==> config.mk <==
export PLATFORM = sky130hd
export DESIGN_NAME = tt_um_seq_divider_hhrb98
export DESIGN_NICKNAME = d
export VERILOG_FILES = /design/src/rtl/tt_um_seq_divider_hhrb98_pkg.sv /design/src/rtl/tt_um_seq_divider_hhrb98_div_step.sv /design/src/rtl/tt_um_seq_divider_hhrb98.sv
export SDC_FILE = /design/constraint.sdc
export NUM_CORES = 1
export LEC_CHECK = 0
export ABC_AREA = 1
export BUFFER_PORTS_ARGS = -buffer_cell sky130_fd_sc_hd__buf_2
export CAP_MARGIN = 0
export CORE_ASPECT_RATIO = 0.5
export CORE_MARGIN = 2
export CORE_UTILIZATION = 47
export DETAILED_ROUTE_END_ITERATION = 16
export PLACE_DENSITY_LB_ADDON = 0.05
export REMOVE_ABC_BUFFERS = 1
export SLEW_MARGIN = 15
export SYNTH_ARGS = -nofsm -noshare
export SYNTH_HDL_FRONTEND = slang
export SYNTH_SLANG_ARGS = --single-unit
==> constraint.sdc <==
create_clock -name clk -period 1.8 [get_ports clk]
set_input_delay 0.36 -clock clk [delete_from_list [all_inputs] [get_ports clk]]
set_output_delay 0.36 -clock clk [all_outputs]
set_load 0.02 [all_outputs]
==> src/rtl/tt_um_seq_divider_hhrb98_pkg.sv <==
// rtl/tt_um_seq_divider_hhrb98_pkg.sv - shared widths, FSM states and pin map for the divider
package tt_div_pkg;
    localparam int WIDTH = 4;
    localparam logic [WIDTH-1:0] DBZ_QUOT = 4'hF;

    typedef enum logic [1:0] {
        IDLE = 2'd0,
        RUN  = 2'd1,
        DONE = 2'd2
    } state_t;

    localparam int START_BIT = 0;
    localparam int BUSY_BIT  = 1;
    localparam int DONE_BIT  = 2;
    localparam int DBZ_BIT   = 3;

    localparam logic [7:0] UIO_OE_MASK = 8'h0E;
endpackage

==> src/rtl/tt_um_seq_divider_hhrb98_div_step.sv <==
// rtl/tt_um_seq_divider_hhrb98_div_step.sv - one combinational restoring-division step
module div_step
    import tt_div_pkg::*;
(
    input  logic [WIDTH:0]   p_i,
    input  logic             bit_i,
    input  logic [WIDTH-1:0] b_i,
    output logic [WIDTH:0]   p_o,
    output logic             qbit_o
);
    logic [WIDTH:0] t;
    // The partial remainder is always below B, so its top bit never carries into the shift.
    logic unused_p_msb;

    assign unused_p_msb = p_i[WIDTH];
    assign t            = {p_i[WIDTH-1:0], bit_i};

    always_comb begin
        qbit_o = (t >= {1'b0, b_i});
        p_o    = qbit_o ? (t - {1'b0, b_i}) : t;
    end
endmodule

==> src/rtl/tt_um_seq_divider_hhrb98.sv <==
// rtl/tt_um_seq_divider_hhrb98.sv - sequential 4-bit unsigned restoring divider, TinyTapeout top
module tt_um_seq_divider_hhrb98
    import tt_div_pkg::*;
(
    input  logic       clk,
    input  logic       rst_n,
    input  logic       ena,
    input  logic [7:0] ui_in,
    output logic [7:0] uo_out,
    input  logic [7:0] uio_in,
    output logic [7:0] uio_out,
    output logic [7:0] uio_oe
);
    state_t           state_q, state_d;
    logic [1:0]       cnt_q, cnt_d;
    logic [WIDTH-1:0] a_q, a_d, b_q, b_d;
    logic [WIDTH:0]   p_q, p_d;
    logic [WIDTH-1:0] qw_q, qw_d, q_q, q_d, r_q, r_d;
    logic             done_q, done_d, dbz_q, dbz_d;

    logic             start;
    logic [1:0]       bit_idx;
    logic [WIDTH:0]   step_p;
    logic             step_qbit;
    logic             unused_uio_in;

    assign start         = uio_in[START_BIT];
    assign unused_uio_in = &{1'b0, uio_in[7:1]};
    // Dividend bits are consumed MSB first, one per RUN edge.
    assign bit_idx       = 2'(WIDTH - 1) - cnt_q;

    div_step u_step (
        .p_i    (p_q),
        .bit_i  (a_q[bit_idx]),
        .b_i    (b_q),
        .p_o    (step_p),
        .qbit_o (step_qbit)
    );

    always_comb begin
        state_d = state_q;
        cnt_d   = cnt_q;
        a_d     = a_q;
        b_d     = b_q;
        p_d     = p_q;
        qw_d    = qw_q;
        q_d     = q_q;
        r_d     = r_q;
        done_d  = done_q;
        dbz_d   = dbz_q;
        case (state_q)
            IDLE, DONE: begin
                if (start) begin
                    a_d    = ui_in[3:0];
                    b_d    = ui_in[7:4];
                    done_d = 1'b0;
                    dbz_d  = 1'b0;
                    if (ui_in[7:4] == '0) begin
                        state_d = DONE;
                        q_d     = DBZ_QUOT;
                        r_d     = ui_in[3:0];
                        dbz_d   = 1'b1;
                        done_d  = 1'b1;
                    end else begin
                        state_d = RUN;
                        cnt_d   = '0;
                        p_d     = '0;
                        qw_d    = '0;
                    end
                end
            end
            RUN: begin
                p_d   = step_p;
                qw_d  = {qw_q[WIDTH-2:0], step_qbit};
                cnt_d = cnt_q + 2'd1;
                if (cnt_q == 2'(WIDTH - 1)) begin
                    q_d     = {qw_q[WIDTH-2:0], step_qbit};
                    r_d     = step_p[WIDTH-1:0];
                    done_d  = 1'b1;
                    state_d = DONE;
                end
            end
            default: state_d = IDLE;
        endcase
    end

    always_ff @(posedge clk or negedge rst_n) begin
        if (!rst_n) begin
            state_q <= IDLE;
            cnt_q   <= '0;
            a_q     <= '0;
            b_q     <= '0;
            p_q     <= '0;
            qw_q    <= '0;
            q_q     <= '0;
            r_q     <= '0;
            done_q  <= 1'b0;
            dbz_q   <= 1'b0;
        end else if (ena) begin
            state_q <= state_d;
            cnt_q   <= cnt_d;
            a_q     <= a_d;
            b_q     <= b_d;
            p_q     <= p_d;
            qw_q    <= qw_d;
            q_q     <= q_d;
            r_q     <= r_d;
            done_q  <= done_d;
            dbz_q   <= dbz_d;
        end
    end

    always_comb begin
        uio_out           = 8'h00;
        uio_out[BUSY_BIT] = (state_q == RUN);
        uio_out[DONE_BIT] = done_q;
        uio_out[DBZ_BIT]  = dbz_q;
    end

    assign uo_out = {r_q, q_q};
    assign uio_oe = UIO_OE_MASK;
endmodule

**After elaboration in Yosys (flattened, before gate mapping)**

Index checks and enable logic that the tools add are counted.

- Input port bits: 19
- Word-level logic and storage cells: 59
- Flip-flop bits (word level): 29

- Multiplexer cells: 28
- Order comparisons: 2
- $add $sub $neg: 3
- Eq/ne operators: 7
- Reductions and logical operators: 9

Operators with widths:

| operator | number |
|---|---|
| 2-to-1 mux 4 bit | 9 |
| case mux 4 bit (2 select lines) | 3 |
| 2-to-1 mux 2 bit | 5 |
| case mux 2 bit (2 select lines) | 2 |
| AND reduction 4 bit | 2 |
| 2-to-1 mux 3 bit | 2 |
| != test 2 bit (second input constant) | 3 |
| case mux 3 bit (2 select lines) | 1 |
| AND reduction 3 bit | 2 |
| >= comparator 5 x 4 -> 1 bit | 1 |
| AND reduction 5 bit | 1 |
| equality test 2 bit (second input constant) | 2 |
| logical NOT 4 bit | 1 |
| 2-to-1 mux 1 bit | 4 |
| subtractor 4 bit | 1 |
| less-than comparator 2 x 3 -> 1 bit (second input constant) | 1 |
| adder 2 x 1 -> 2 bit (second input constant) | 1 |
| binary-select mux 1 bit (select 2 bit) | 1 |
| equality test 2 x 1 -> 1 bit (second input constant) | 1 |
| logical NOT 2 bit | 1 |
| != test 2 x 1 -> 1 bit (second input constant) | 1 |
| case mux 1 bit (2 select lines) | 1 |
| nonzero test 2 bit | 1 |
| OR reduction 2 bit | 1 |
| subtractor 2 bit (first input constant) | 1 |

**Depth between registers and ports, before layout**

- Depth after elaboration: 7
- Mapped depth: 16
- Gate-level depth less buffers: 16

**Hierarchy**

Synthesis repeated with hierarchy kept, for this count alone.

- Cells, all modules: 235
- Area total of the unflattened synthesis: 1851.8 µm²

Modules (own cells, without submodules):

| module | instances | area each (µm²) | cells an instance |
|---|---|---|---|
| tt_um_seq_divider_hhrb98 | 1 | 1539.0 | 180 |
| div_step | 1 | 312.8 | 55 |

**Least setup slack after synthesis**

No wires, ideal clock.

- Path type: reg2reg
- From: reg cnt_q[0]
- To: reg r_q[2]
- Clock period less this slack: 1.761 ns
- Arrival time: 1.648 ns
- Path slack: 0.039 ns
- Cell stages (with the launch flop): 14
- Buffers on the path: 0
- Required time: 1.687 ns
- Cells stage by stage: dfrtp_1 inv_1 nand2_1 nand3_1 nand2_1 inv_1 ha_1 inv_1 fa_1 xor2_1 nand3_1 nand3_1 nand2_1 inv_1

- Word-level cells in the longest chain between the ends: 7
- Elaborated cells between the ends (all ways): 11
- Those cells by class: 2 x add/sub; 1 x order compare; 2 x eq/ne; 5 x mux; 1 x reduce/logical

Ends and longest elaborated chain:

| element | RTL line | RTL |
|---|---|---|
| start: declaration | tt_um_seq_divider_hhrb98.sv:15 | `logic [1:0] cnt_q, cnt_d;` |
| start signal: assignment | tt_um_seq_divider_hhrb98.sv:101 | `cnt_q <= cnt_d;` |
| subtractor 2 bit | tt_um_seq_divider_hhrb98.sv:30 | `assign bit_idx = 2'(WIDTH - 1) - cnt_q;` |
| binary-select mux 1 bit (select 2 bit) | tt_um_seq_divider_hhrb98.sv:34 | `.bit_i (a_q[bit_idx]),` |
| 2-to-1 mux 1 bit (not written as such) | tt_um_seq_divider_hhrb98.sv:34 |  |
| subtractor 4 bit / >= comparator 5 x 4 -> 1 bit (equally long branches) | tt_um_seq_divider_hhrb98_div_step.sv:20, tt_um_seq_divider_hhrb98_div_step.sv:19 |  |
| 2-to-1 mux 4 bit | tt_um_seq_divider_hhrb98_div_step.sv:20 | `p_o = qbit_o ? (t - {1'b0, b_i}) : t;` |
| 2-to-1 mux 4 bit | tt_um_seq_divider_hhrb98.sv:76 | `if (cnt_q == 2'(WIDTH - 1)) begin` |
| case mux 4 bit (2 select lines) | tt_um_seq_divider_hhrb98.sv:51 | `case (state_q)` |
| end signal: assignment | tt_um_seq_divider_hhrb98.sv:107 | `r_q <= r_d;` |
| end: declaration | tt_um_seq_divider_hhrb98.sv:18 | `logic [WIDTH-1:0] qw_q, qw_d, q_q, q_d, r_q, r_d;` |

Parallel ways exist; a longest one is shown, timed or not. The select of a mux whose other input is x is not followed.
A chain may end at the register's enable or synchronous reset.

**Worst setup path after layout**

- From: reg cnt_q[0]
- To: reg p_q[0]

- Word-level cells in the longest chain between the ends: 6
- Elaborated cells between the ends (all ways): 7
- Those cells by class: 2 x add/sub; 1 x order compare; 4 x mux

Ends and longest elaborated chain:

| element | RTL line | RTL |
|---|---|---|
| subtractor 2 bit * | tt_um_seq_divider_hhrb98.sv:30 |  |
| binary-select mux 1 bit (select 2 bit) * | tt_um_seq_divider_hhrb98.sv:34 |  |
| 2-to-1 mux 1 bit (not written as such) * | tt_um_seq_divider_hhrb98.sv:34 |  |
| subtractor 4 bit / >= comparator 5 x 4 -> 1 bit (equally long branches) | tt_um_seq_divider_hhrb98_div_step.sv:20, tt_um_seq_divider_hhrb98_div_step.sv:19 |  |
| 2-to-1 mux 4 bit * | tt_um_seq_divider_hhrb98_div_step.sv:20 |  |
| case mux 4 bit (2 select lines) * | tt_um_seq_divider_hhrb98.sv:51 |  |
| end signal: assignment | tt_um_seq_divider_hhrb98.sv:104 | `p_q <= p_d;` |
| end: declaration | tt_um_seq_divider_hhrb98.sv:17 | `logic [WIDTH:0] p_q, p_d;` |

Every way passes the cells marked *; elsewhere a longest branch is shown, timed or not. The select of a mux whose other input is x is not followed.

==> impl_metrics.ini <==
[synthesis]
postSynthCellCount = 215
syn_area_per_cell_sq_um = 7.589
synth.cell_area_sq_um = 1632
ys_warn_count = 0
seq_area_frac_synth_pct = 44.48
synth.distinct_cells = 18
synth.ff_latch_count = 29

[grt]
antenna_found_initial = 0
total_global_route_track_usage_pct = 18.91
largest_net_degree_at_the_start_of_global_routing = 30
first_global_vias = 1266
grt_first_pass_wirelength_um = 5561
gr-total-overflow = 0

[final_layout]
finish.cell_count_without_fillers = 295
post_route_cells_drive_above_1_share_pct = 26.09
insertedDiodeCount = 0
nets = 278
flow.area_growth_from_synthesis_pct = 21.55
mostFrequentLayoutCell = nand2_1
final_design_area_no_fill_sq_um = 1983
layout.cells.most_common_list = 42 x nand2_1, 33 x inv_1, 29 x dfrtp_1

[flow_run]
cap_violations = 0

[placed_design]
portBuffers = 22
sum_of_net_half_perimeters_after_detailed_placement_um = 2310
cells_after_dpl = 281
placement.cell_area_sq_um = 1770
globalplace.congestion = 0.7979

[route]
route.vias.total = 1389
final_routed_drc_violation_total = 0
drt.antenna.violating_nets = 0
route.detailed.vias_per_inst = 4.708
initialDrtViolationCount = 45
route.final.wire_length_um = 3371
drtPass1Iterations = 4
routed_wire_length_per_instance_um = 11.43

[sta]
setup_repair_after_global_routing_missed_its_margin = yes
final_period_minus_worst_setup_slack_ns = 1.814
post-route-period-util_pct = 100.8
finalHoldViolCount = 0
timing.clock.skew_ns = 0.007076
worst_pin_slew_ns = 0.6709
relSlewSlack_pct = 55.27
number_of_pins_with_negative_max_slew_slack_in_the_final_report = 0
final_critical_path_setup_slack_ns = -0.01371
timing.final.setup_violations = 1
max_clock_freq_mhz = 551.4

[worst_setup_path]
crit_slowest_cell = dfrtp_1
crit_path_max_incr_delay_ns = 0.42
reg2reg_setup_slack_ns = -0.01
worst_r2r_path_depth = 14
critPathLaunchType = flop
timing_worst_setup_path_type = reg2reg
critical_path.cell_chain = inv_2 -> nand2_2 -> nand3_2 -> nand2_2 -> buf_4 -> buf_4 -> buf_4 -> buf_4 -> buf_4 -> buf_4 -> nand4_1 -> nand2_1 -> nand2_1 -> nand2_1
critical_path.most_common_cell = buf_4
timing.critical_path.depth = 14
timing.critical_path.arrival_ns = 1.98
crit_startpoint = cnt_q[0]
worstPathMaxFanout = 4
crit_buf_inv = 7
crit_path_end_kind = flop
timing.critical_path.max_delay_family = buffers and inverters
timing.critical_path.required_ns = 1.97
reg2reg_from = cnt_q[0]

[pwr]
max-vdd-ir-drop_uv = 764.5
powerDensity_nw_per_um2 = 2033
cellLeakagePower_nw = 1.119

[floorplanning]
row_count = 15
die_area_sq_um = 3987
die_width_um = 87.33
initial_utilization_pct = 48.30
floorplan.die.height_um = 45.66
io-pin-count = 43
fp.coreArea_sq_um = 3378

[clock_tree]
post_cts_hold_buffers = 0
cts_max_path_buffers = 2
cts_inserted_buffers = 5
clock_latency_ns = 0.28
ctsRootBufferMaster = clkbuf_8
clock_pin_slew_on_the_worst_setup_and_hold_paths_ns = 0.07
cts.sink_count = 29
h_tree_depth = 2
tritoncts = built

[status]
violations = negative setup slack
run_status = finished, violations left

[min_path]
hold_crit_path_type = in2async
[cell families after synthesis]
logic type               after synthesis  share of synthesized area [%]
AO/OA/AOI/OAI                         29                          9.049
XOR/XNOR                               1                         0.5369
adder cells (fa/ha/maj)                6                          5.061
buffers and inverters                 57                          17.33
flip-flops                            29                          44.48
other                                  2                         0.4603
AND/OR/NAND/NOR                       91                          23.08
[layer usage]
layer | track usage, % | wire length [um] | part of all wire, % | vias up
li1 | - | - | - | 714
met1 | 25.06 | 1653 | 49 | 638
met2 | 29.39 | 1526 | 45 | 33
met3 | 5.435 | 166 | 4.9 | 4
met4 | 8.308 | 24 | 0.71 | 0
met5 | 0 | 0 | 0 | -
[synthesized netlist by cell type]
library cell	count	area share [%]
buf_2	1	0.31
nand2_1	51	12
dfrtp_1	29	44
o21ai_0	15	4.6
nand3_1	15	4.6
inv_1	38	8.7
nand3_2	1	0.61
buf_4	16	7.4
nand4_1	4	1.5
xor2_1	1	0.54
ha_1	5	3.8
conb_1	2	0.46
o22ai_1	2	0.77
buf_6	1	0.69
fa_1	1	1.2
nor2_1	20	4.6
clkbuf_1	1	0.23
a21oi_1	12	3.7
[final cells by class]
cell class	count	area, sq um
fill	329	1395
multi-input combinational	140	730.7
sequential	29	725.7
timing repair buffer	39	241.5
inverter	38	146.4
clock buffer	7	86.33
tap	42	52.55
[power breakdown]
group	internal (W)	switching, W	total, W
logic	0.000989	0.00136	0.00234
registers	0.000959	0.000180	0.00114
clock network	0.000303	0.000245	0.000548
[path summary, 6_finish.rpt]
check,to
max,p_q[0]
min,state_q[0]
max reg2reg,p_q[0]
min reg2reg,dbz_q
max in group asynchronous,p_q[1]
min in group clk,b_q[1]
[metrics by stage]
| stage | worst slack [ns] | hold slack (ns) | utilization (%) | setup TNS [ns] | total power (W) |
|---|---|---|---|---|---|
| floorplan | 0.03109 | 0.06441 | - | 0 | 0.002376 |
| global placement | -0.09209 | 0.4290 | 52.41 | -0.5198 | 0.002975 |
| detailed placement | -0.1010 | 0.4360 | 52.41 | -0.6210 | 0.003007 |
| CTS | -0.08739 | 0.1282 | 56.48 | -0.3173 | 0.003767 |
| global route | -0.1289 | 0.1565 | 58.70 | -0.8361 | 0.004428 |
| finish | -0.01371 | 0.09852 | 58.70 | -0.01371 | 0.004031 |
[what timing repair did]
item / 4_1_cts / 5_1_grt
setup endpoints to repair: 10 / 15
pin swaps: 6 / 14
cloned: 0 / 0
setup buffers: 5 / 2
gates resized for setup: 7 / 17
[state kept, by name, indices dropped and copies added (netlist names)]
register  flops
cnt_q         2
a_q           4
q_q           4
state_q       2
qw_q          3
b_q           4
r_q           4
dbz_q         1
done_q        1
p_q           4
Note: power is estimated with default switching activity, not from simulation.
